## src/rtl/menu_pkg.sv

```systemverilog
// ============================================================================
// Module  : menu_pkg
// Brief   : Shared types and default timing constants for the parameter menu.
// Revision: 1.0 - initial release
// ============================================================================
`default_nettype none

package menu_pkg;

  typedef enum logic [1:0] {
    BROWSE = 2'd0,
    EDIT   = 2'd1,
    COMMIT = 2'd2
  } menu_state_t;

  typedef enum logic [1:0] {
    BTN_UP   = 2'd0,
    BTN_DOWN = 2'd1,
    BTN_NEXT = 2'd2,
    BTN_SET  = 2'd3
  } btn_idx_t;

  localparam int c_num_btns          = 4;
  localparam int c_hold_cycles_def   = 32_500_000;  // 0.5 s at 65 MHz
  localparam int c_repeat_cycles_def = 6_500_000;   // 0.1 s at 65 MHz

endpackage

`default_nettype wire

```

## src/rtl/button_repeater.sv

```systemverilog
// ============================================================================
// Module  : button_repeater
// Brief   : Level button to one-cycle event on release, with optional
//           hold-to-auto-repeat; held reports the registered level.
// Revision: 1.0 - initial release
// ============================================================================
`default_nettype none

module button_repeater #(
  parameter int HOLD_CYCLES   = 32_500_000,
  parameter int REPEAT_CYCLES = 6_500_000,
  parameter bit REPEAT_EN     = 1'b1
) (
  input  logic clk_65mhz,
  input  logic rst,
  input  logic btn,
  output logic event_pulse,
  output logic held
);

  localparam int c_hold_w = $clog2(HOLD_CYCLES + 1);
  localparam int c_rep_w  = $clog2(REPEAT_CYCLES + 1);
  localparam logic [c_hold_w-1:0] c_hold_max  = c_hold_w'(HOLD_CYCLES);
  localparam logic [c_hold_w-1:0] c_hold_last = c_hold_w'(HOLD_CYCLES - 1);
  localparam logic [c_rep_w-1:0]  c_rep_last  = c_rep_w'(REPEAT_CYCLES - 1);

  logic                r_prev;
  logic                r_event;
  logic [c_hold_w-1:0] r_hold_cnt;
  logic [c_rep_w-1:0]  r_rep_cnt;
  logic                w_long;
  logic                w_hold_hit;
  logic                w_rep_hit;
  logic                w_release;
  logic                w_evt;

  // Once the hold threshold is reached the press has been consumed by the
  // repeat stream, so its release must stay silent.
  always_comb begin
    w_long     = (r_hold_cnt == c_hold_max);
    w_hold_hit = btn && (r_hold_cnt == c_hold_last);
    w_rep_hit  = btn && w_long && (r_rep_cnt == c_rep_last);
    w_release  = !btn && r_prev;
    if (REPEAT_EN) begin
      w_evt = w_hold_hit || w_rep_hit || (w_release && !w_long);
    end else begin
      w_evt = w_release;
    end
  end

  always_ff @(posedge clk_65mhz) begin
    if (rst) begin
      r_prev     <= 1'b0;
      r_event    <= 1'b0;
      r_hold_cnt <= '0;
      r_rep_cnt  <= '0;
    end else begin
      r_prev  <= btn;
      r_event <= w_evt;
      if (!btn) begin
        r_hold_cnt <= '0;
      end else if (!w_long) begin
        r_hold_cnt <= r_hold_cnt + 1'b1;
      end
      if (!btn || !w_long || w_rep_hit) begin
        r_rep_cnt <= '0;
      end else begin
        r_rep_cnt <= r_rep_cnt + 1'b1;
      end
    end
  end

  assign event_pulse = r_event;
  assign held        = r_prev;

endmodule

`default_nettype wire

```

## src/rtl/param_menu.sv

```systemverilog
// ============================================================================
// Module  : param_menu
// Brief   : N-entry parameter menu with staged edits, commit/cancel and
//           hold-to-repeat, driven by four debounced buttons.
// Revision: 1.0 - initial release
// ============================================================================
`default_nettype none

module param_menu
  import menu_pkg::*;
#(
  parameter int NUM_PARAMS    = 5,
  parameter int VAL_W         = 3,
  parameter logic [NUM_PARAMS*VAL_W-1:0] PARAM_MAX = {3'd2, 3'd4, 3'd1, 3'd1, 3'd3},
  parameter logic [NUM_PARAMS*VAL_W-1:0] PARAM_RST = '0,
  parameter int HOLD_CYCLES   = c_hold_cycles_def,
  parameter int REPEAT_CYCLES = c_repeat_cycles_def,
  localparam int SEL_W        = $clog2(NUM_PARAMS)
) (
  input  logic                        clk_65mhz,
  input  logic                        rst,
  input  logic                        up,
  input  logic                        down,
  input  logic                        next,
  input  logic                        set,
  output logic [NUM_PARAMS*VAL_W-1:0] values,
  output logic [VAL_W-1:0]            staged_val,
  output logic [SEL_W-1:0]            selector_val,
  output logic                        editing,
  output logic                        commit_pulse,
  output logic [1:0]                  menu_state
);

  localparam logic [SEL_W-1:0] c_sel_last = SEL_W'(NUM_PARAMS - 1);

  menu_state_t                 r_state, w_state_next;
  logic [SEL_W-1:0]            r_sel, w_sel_next;
  logic [VAL_W-1:0]            r_staged, w_staged_next;
  logic [NUM_PARAMS*VAL_W-1:0] r_values, w_values_next;
  logic                        r_locked, r_both, r_suppress;
  btn_idx_t                    r_owner, w_winner;
  logic [c_num_btns-1:0]       w_raw, w_gated, w_evt, w_held, w_ev;
  logic                        w_unlock, w_cancel;
  logic [VAL_W-1:0]            w_cur, w_max;

  assign w_raw = {set, next, down, up};

  // Lockout: the first-pressed button owns the repeaters until everything,
  // including the owner's registered level, has gone quiet.
  always_comb begin
    w_gated = '0;
    if (up)        w_winner = BTN_UP;
    else if (down) w_winner = BTN_DOWN;
    else if (next) w_winner = BTN_NEXT;
    else           w_winner = BTN_SET;
    if (!r_locked) begin
      if (|w_raw) w_gated[w_winner] = 1'b1;
    end else begin
      w_gated[r_owner] = w_raw[r_owner];
    end
  end

  for (genvar gi = 0; gi < c_num_btns; gi++) begin : g_btn
    button_repeater #(
      .HOLD_CYCLES  (HOLD_CYCLES),
      .REPEAT_CYCLES(REPEAT_CYCLES),
      .REPEAT_EN    (gi == int'(BTN_UP) || gi == int'(BTN_DOWN))
    ) u_rep (
      .clk_65mhz  (clk_65mhz),
      .rst        (rst),
      .btn        (w_gated[gi]),
      .event_pulse(w_evt[gi]),
      .held       (w_held[gi])
    );
  end

  assign w_unlock = r_locked && (w_raw == '0) && (w_held == '0);
  assign w_cancel = (r_state == EDIT) && up && down && r_both;
  // A cancel chord must not leak the owner's release event into BROWSE.
  assign w_ev     = w_evt & {c_num_btns{~r_suppress}};
  assign w_cur    = r_values[r_sel*VAL_W +: VAL_W];
  assign w_max    = PARAM_MAX[r_sel*VAL_W +: VAL_W];

  always_comb begin
    w_state_next  = r_state;
    w_sel_next    = r_sel;
    w_staged_next = r_staged;
    w_values_next = r_values;
    case (r_state)
      BROWSE: begin
        if (w_ev[BTN_UP]) begin
          w_sel_next = (r_sel == c_sel_last) ? '0 : r_sel + 1'b1;
        end else if (w_ev[BTN_DOWN]) begin
          w_sel_next = (r_sel == '0) ? c_sel_last : r_sel - 1'b1;
        end else if (w_ev[BTN_NEXT]) begin
          w_state_next  = EDIT;
          w_staged_next = (w_cur > w_max) ? w_max : w_cur;
        end
      end
      EDIT: begin
        if (w_cancel) begin
          w_state_next = BROWSE;
        end else if (w_ev[BTN_UP] || w_ev[BTN_NEXT]) begin
          w_staged_next = (r_staged >= w_max) ? '0 : r_staged + 1'b1;
        end else if (w_ev[BTN_DOWN]) begin
          w_staged_next = (r_staged == '0) ? w_max : r_staged - 1'b1;
        end else if (w_ev[BTN_SET]) begin
          w_state_next = COMMIT;
        end
      end
      COMMIT: begin
        w_values_next[r_sel*VAL_W +: VAL_W] = r_staged;
        w_state_next                        = BROWSE;
      end
      default: w_state_next = BROWSE;
    endcase
  end

  always_ff @(posedge clk_65mhz) begin
    if (rst) begin
      r_state    <= BROWSE;
      r_sel      <= '0;
      r_staged   <= PARAM_RST[VAL_W-1:0];
      r_values   <= PARAM_RST;
      r_locked   <= 1'b0;
      r_owner    <= BTN_UP;
      r_both     <= 1'b0;
      r_suppress <= 1'b0;
    end else begin
      r_state  <= w_state_next;
      r_sel    <= w_sel_next;
      r_staged <= w_staged_next;
      r_values <= w_values_next;
      r_both   <= up & down;
      if (!r_locked) begin
        if (|w_raw) begin
          r_locked <= 1'b1;
          r_owner  <= w_winner;
        end
      end else if (w_unlock) begin
        r_locked <= 1'b0;
      end
      if (w_cancel)      r_suppress <= 1'b1;
      else if (w_unlock) r_suppress <= 1'b0;
    end
  end

  assign values       = r_values;
  assign staged_val   = (r_state == BROWSE) ? w_cur : r_staged;
  assign selector_val = r_sel;
  assign editing      = (r_state == EDIT);
  assign commit_pulse = (r_state == COMMIT);
  assign menu_state   = r_state;

endmodule

`default_nettype wire
```

## config.mk

```make
export PLATFORM = sky130hd
export DESIGN_NAME = param_menu
export DESIGN_NICKNAME = d
export VERILOG_FILES = /design/src/rtl/menu_pkg.sv /design/src/rtl/button_repeater.sv /design/src/rtl/param_menu.sv
export SDC_FILE = /design/constraint.sdc
export NUM_CORES = 1
export LEC_CHECK = 0
export ABC_CLOCK_PERIOD_IN_PS = 3530
export CAP_MARGIN = 20
export CORE_AREA = 2 2 110 112
export DETAILED_ROUTE_END_ITERATION = 8
export DIE_AREA = 0 0 112 114
export PLACE_DENSITY = 0.79
export SKIP_LAST_GASP = 1
export SYNTH_ARGS = -nofsm -noshare
export SYNTH_HDL_FRONTEND = slang
export SYNTH_HIERARCHICAL = 1
export SYNTH_SLANG_ARGS = --single-unit
```

## constraint.sdc

```tcl
create_clock -name clk_65mhz -period 3.53 [get_ports clk_65mhz]
set_input_delay 0.8825 -clock clk_65mhz [delete_from_list [all_inputs] [get_ports clk_65mhz]]
set_output_delay 0.8825 -clock clk_65mhz [all_outputs]
set_load 0.03 [all_outputs]
```

Word level (Yosys, flattened, before mapping) --
Cells that the tools add are included.
Cells by class: bitwise logic cells 7, muxes and demuxes 40, shift-type cells 4, $mul 1, $lt $le $gt $ge 6, eq/ne operators 17, div/mod/pow operators 0, reduce and logical (&&, ||, !) cells 51, add/sub/neg operators 9
Operators with widths (count):
- 25-bit == test, second input constant | 4
- 25-bit by 1-bit adder with 25-bit output, second input constant | 2
- 23-bit by 1-bit adder with 23-bit output, second input constant | 2
- 23-bit == test, second input constant | 2
- 3-bit 2-to-1 mux | 14
- 5-bit negator with 34-bit output | 1
- 3-bit by 34-bit variable shift with 15-bit output, first input constant | 1
- 3-bit by 34-bit variable part select with 15-bit output | 1
- 1-bit logical AND | 19
- 2-bit 2-to-1 mux | 9
- 15-bit bitwise mux | 1
- 15-bit by 6-bit variable part select with 3-bit output | 1
- 15-bit by 6-bit variable part select with 3-bit output, first input constant | 1
- 6-bit AND reduction | 2
- 1-bit logical OR | 9
- 1-bit 2-to-1 mux | 9
- 4-bit bitwise AND | 2
- 4-bit zero test | 2
- 4-bit 2-to-1 mux | 2
- 2-bit != test, second input constant | 4
- 2-bit OR reduction | 4
- 3-bit by 1-bit adder with 3-bit output, second input constant | 2
- 1-bit zero test | 6
- 3-bit zero test | 2
- other kinds (22) | 33
Word-level totals: memory bits (read-only) 0, bits in latches 0, register bits 132, output and inout bits 25, bits in writable memories 0, memories kept 0, input bits 6

Longest topological paths before layout --
word-level depth 13, depth in mapped cells 13, depth with buffers taken out 12

By module --
The synthesis kept the hierarchy.
Modules (own cells, without submodules):
- button_repeater (g_btn[0].u_rep ...) | cells each 291, area an instance 2426.1 um^2, times used 2
- param_menu | cells each 250, area an instance 1995.7 um^2, times used 1
- button_repeater (g_btn[2].u_rep ...) | cells each 4, area an instance 58.8 um^2, times used 2

Least setup slack after synthesis --
No wires, ideal clock.
path type flip-flop to flip-flop, start register r_sel[0] (netlist: selector_val[0]), end register r_staged[0], cell stages (with the launch flop) 12, setup slack 0.862 ns, buffers on the path 1, required time 3.408 ns, arrival time 2.546 ns, setup time 0.122 ns, path through dfxtp_1 -> clkbuf_1 -> nor2_1 -> a21oi_1 -> o22a_1 -> inv_1 -> ha_1 -> nor2b_1 -> a2bb2oi_1 -> nand2b_1 -> o21ai_0 -> a221o_1
Between the ends: cells in the longest elaborated chain, start to end 8, elaborated cells between the ends (all ways) 15
RTL lines:
- from (decl) | RTL line param_menu.sv:37 | logic [SEL_W-1:0] r_sel, w_sel_next;
- from (signal assigned) | RTL line param_menu.sv:131 | r_sel <= w_sel_next;
- 3-bit by 2-bit multiplier with 5-bit output * | RTL line param_menu.sv:81, param_menu.sv:82
- 15-bit by 6-bit variable part select with 3-bit output, on equally long branches | RTL line param_menu.sv:81, param_menu.sv:82
- 3-bit > comparator | RTL line param_menu.sv:97 | w_staged_next = (w_cur > w_max) ? w_max : w_cur;
- 3-bit 2-to-1 mux | RTL line param_menu.sv:97
- 3-bit 2-to-1 mux | RTL line param_menu.sv:95 | end else if (w_ev[BTN_NEXT]) begin
- 3-bit 2-to-1 mux | RTL line param_menu.sv:93 | end else if (w_ev[BTN_DOWN]) begin
- 3-bit 2-to-1 mux | RTL line param_menu.sv:91 | if (w_ev[BTN_UP]) begin
- 3-bit one-hot mux with 2 select lines * | RTL line param_menu.sv:89 | case (r_state)
- to (signal assigned) | RTL line param_menu.sv:123 | r_staged <= PARAM_RST[VAL_W-1:0];
- to (signal assigned) | RTL line param_menu.sv:132 | r_staged <= w_staged_next;
- to (decl) | RTL line param_menu.sv:38 | logic [VAL_W-1:0] r_staged, w_staged_next;
Mark *: on every way between the ends. The rest lies on a longest branch, timed or not. The select of a mux whose other input is x is not followed. A chain may end at the register's enable or synchronous reset.

Worst setup path in the final report --
start register r_sel[2] (netlist: selector_val[2]), end output staged_val[2]
Between the ends: cells in the longest elaborated chain, start to end 3
RTL lines:
- 3-bit by 2-bit multiplier with 5-bit output | RTL line param_menu.sv:81 | assign w_cur = r_values[r_sel*VAL_W +: VAL_W];
- 15-bit by 6-bit variable part select with 3-bit output | RTL line param_menu.sv:81
- 3-bit 2-to-1 mux | RTL line param_menu.sv:149 | assign staged_val = (r_state == BROWSE) ? w_cur : r_staged;
- to (decl) | RTL line param_menu.sv:27 | output logic [VAL_W-1:0] staged_val,
No other way between the ends.

==> run_results.csv <==
group,metric,value,unit
job,drv_cap,0,
yosys,yosys_warnings,6,
sta,hold_slack,475.2,ps
sta,timing.fmax,297.1,MHz
yosys,synth_seq_cells,132,
clocking,cts_setup_buffers,0,
clocking,tritoncts,"built",
yosys,synth-xor-area-share,6.539,%
power,p_sw_share,20.08,%
yosys,synth_edf_count,0,
setup_path,cp.arrival,2480,ps
finish,final_nets,885,
sta,period_needed,3366,ps
power,power.density,457.2,mW/mm^2
clocking,holdBufCountCts,0,
sta,slew_headroom,49.18,%
global_routing,antenna_found_initial,0,
clocking,clk_latency,420,ps
drt,wl_per_cell,15.62,um
die,die_h,114,um
finish,fill_cells,893,
sta,slew_viol_final,0,
power,p_clk_share,55.6,%
drt,num_vias,6242,
sta,timing.final.crit_share,95.35,%
power,p_sw,0.7341,mW
yosys,synth-main-ff-cell,"dfxtp_1",
outcome,status,"finished clean",
clocking,cts_buffers,17,
yosys,synth_area_leader_cell,"dfxtp_1",
setup_path,criticalPathCategory,"register to output port",
clocking,cts.path.max_buffers,2,
clocking,cts_sinks,132,
placed_design,hpwl,10750,um
setup_path,worstPathMaxFanout,12,
drt,avgViaCountPerCell,6.138,
power,pwr-share-comb,3.0,%
die,die_x,112,um
drt,wl,15890,um
worst_hold_path,holdCritPathClass,"register to register",
global_routing,grt_max_degree,34,
clocking,cts-root-buf,"clkbuf_16",
drt,drt-pass1-iter-count,6,
global_routing,grt_usage,25.22,%
yosys,synth.most_common_cell,"dfxtp_1",
finish,final_core_util,68.27,%
finish,diodes,0,
sta,layout_setup_ws,164.3,ps
global_routing,grt_overflow,0,
global_routing,grt_pass1_vias,5872,
yosys,synthMuxAreaShare,2.048,%
placed_design,port_buffers,30,
yosys,synth_compound_area_share,13.47,%
finish,fin_cells,1017,
yosys,postSynthCellCount,840,
clocking,h-tree-depth,4,
yosys,synth-simple-area-share,31.60,%
yosys,netlist_top_cells_area,"dfxtp_1 38%, nor2_1 6.3%, xnor2_1 5.5%",
finish,area_growth,14.78,%
drt,antenna_left,0,
yosys,synth-seq-area-share,37.94,%
sta,tightestPinTransition,762.3,ps
yosys,synth_top_family_by_area,"simple AND/OR/NAND/NOR gates",
yosys,synth_area,0.006965,mm^2
yosys,synth_adder_area_share,3.952,%
power,seqPwrFrac,41.4,%
drt,drtIter0Drc,503,
drt,drc,0,
sta,setup_tns,0,ps
power,p_int,2.922,mW
die,start_util,59.48,%
setup_path,critPathRequiredTime,2650,ps
clocking,clkTransAtPathRegs,60,ps
sta,final_hold_viol_count,0,
placed_design,pre_cts_slack,512.2,ps
global_routing,grt_pass1_wl,26770,um
placed_design,placedCellCount,985,
yosys,yosys-top-cells-count,"132 x dfxtp_1, 117 x nor2_1, 52 x a21oi_1, 52 x nand2_1, 45 x nand4_1",
die,rows,40,
yosys,syn_avg_cell_area,8.292,um^2
clocking,cts_resized,0,
sta,finClkSkew,6.905,ps
yosys,syn-num-nets,868,
sta,setup_viol,0,
power,leakagePower,2.477,nW
die,dieArea,0.01277,mm^2
sta,rsz0062_at_grt,"false",
setup_path,critPathLaunchType,"register",
placed_design,gp_congestion,0.9006,
yosys,async_flop_share,0,%
setup_path,cp-end-kind,"output port",
power,ir_drop,0.3244,mV
die,io_pins,31,
yosys,yosysTopAreaCellShare,37.94,%
die,coreArea,0.01171,mm^2
finish,layout-drive-gt1-share,7.126,%
yosys,synth_cell_types,67,
-- layout by cell type, fill, tap and decap left out, types with 5 or more instances in the layout --
cell	instances
dfxtp_1	132
nor2_1	117
a21oi_1	52
nand2_1	52
nand4_1	45
xnor2_1	44
inv_1	36
nand3_1	36
o21ai_0	30
clkdlybuf4s50_1	30
nor4_1	24
ha_1	22
nor3_1	21
or3_1	19
or4_1	17
clkbuf_16	17
nand2b_1	13
o31ai_1	12
a31oi_1	9
and3_1	9
nor2b_1	9
xor2_1	8
o211ai_1	7
mux2i_1	6
bufinv_16	6
and4_1	6
nor3b_1	5
a22oi_1	5
nor4b_1	5
-- sequential cells by signal, summed over array words and instances (netlist names) --
| signal | flops |
|---|---|
| menu_state | 2 |
| values | 15 |
| selector_val | 3 |
| r_owner | 2 |
| r_locked | 1 |
| g_btn.u_rep/r_hold_cnt | 50 |
| r_both | 1 |
| r_staged | 3 |
| r_suppress | 1 |
| g_btn.u_rep/held | 4 |
| g_btn.u_rep/r_rep_cnt | 46 |
| g_btn.u_rep/event_pulse | 4 |
-- through the flow --
step / instance area (um^2) / total power, mW
finish: 7995 / 3.656
global route: 7995 / 3.758
detailed placement: 7305 / 1.651
CTS: 7995 / 3.678
global placement: 7305 / 1.646
floorplan: 6965 / 1.617
-- power groups by stage --
stage	Combinational (mW)	Sequential, mW	Clock [mW]
after detailed placement	0.107	1.54	0
after floorplan	0.0761	1.54	0
final	0.109	1.51	2.03
after global placement	0.103	1.54	0
after global routing	0.121	1.51	2.12
after CTS	0.108	1.51	2.06
-- worst max-delay path, stage by stage (launching register included) --
cell and delay [ps]:
dfxtp_1 580, inv_1 190, and3_2 250, a31oi_1 130, o22a_1 220, a21oi_1 90
clkdlybuf4s50_1 610
-- final cells by class --
cell class                 instances  area [um^2]  area share (%)
clock buffer                      20        466.7           5.837
clock inverter                    12        224.0           2.801
inverter                          36        135.1           1.690
multi-input combinational        636         4013           50.19
sequential                       132         2643           33.05
tap                              147        183.9           2.300
timing repair buffer              34        330.3           4.131
-- per-layer routing --
metal	global-route usage (%)	vias up	share of wire, %
met5	0	-	0
met1	32.50	2966	47
met4	11.38	0	1.5
met2	41.45	161	47
met3	4.782	23	4.3
li1	-	3092	-
-- logic make-up (layout without fill, tap and decap cells) --
family | count (synthesis) | after routing
AO/OA/AOI/OAI | 145 | 145
XOR/XNOR | 52 | 52
adder cells (fa/ha/maj) | 22 | 22
buffers and inverters | 72 | 102
flip-flops | 132 | 132
multiplexers | 11 | 11
AND/OR/NAND/NOR | 406 | 406
-- worst paths after layout --
check                                 from  slack [ps]  depth (start not counted)                            end
max                        selector_val[2]         160                          6                  staged_val[2]
min          g_btn[0].u_rep/r_hold_cnt[19]         480                          2  g_btn[0].u_rep/r_hold_cnt[19]
max reg2reg                selector_val[0]         550                         10                    r_staged[2]
min reg2reg  g_btn[0].u_rep/r_hold_cnt[19]         480                          2  g_btn[0].u_rep/r_hold_cnt[19]
Note: power is estimated with default switching activity, not from simulation.
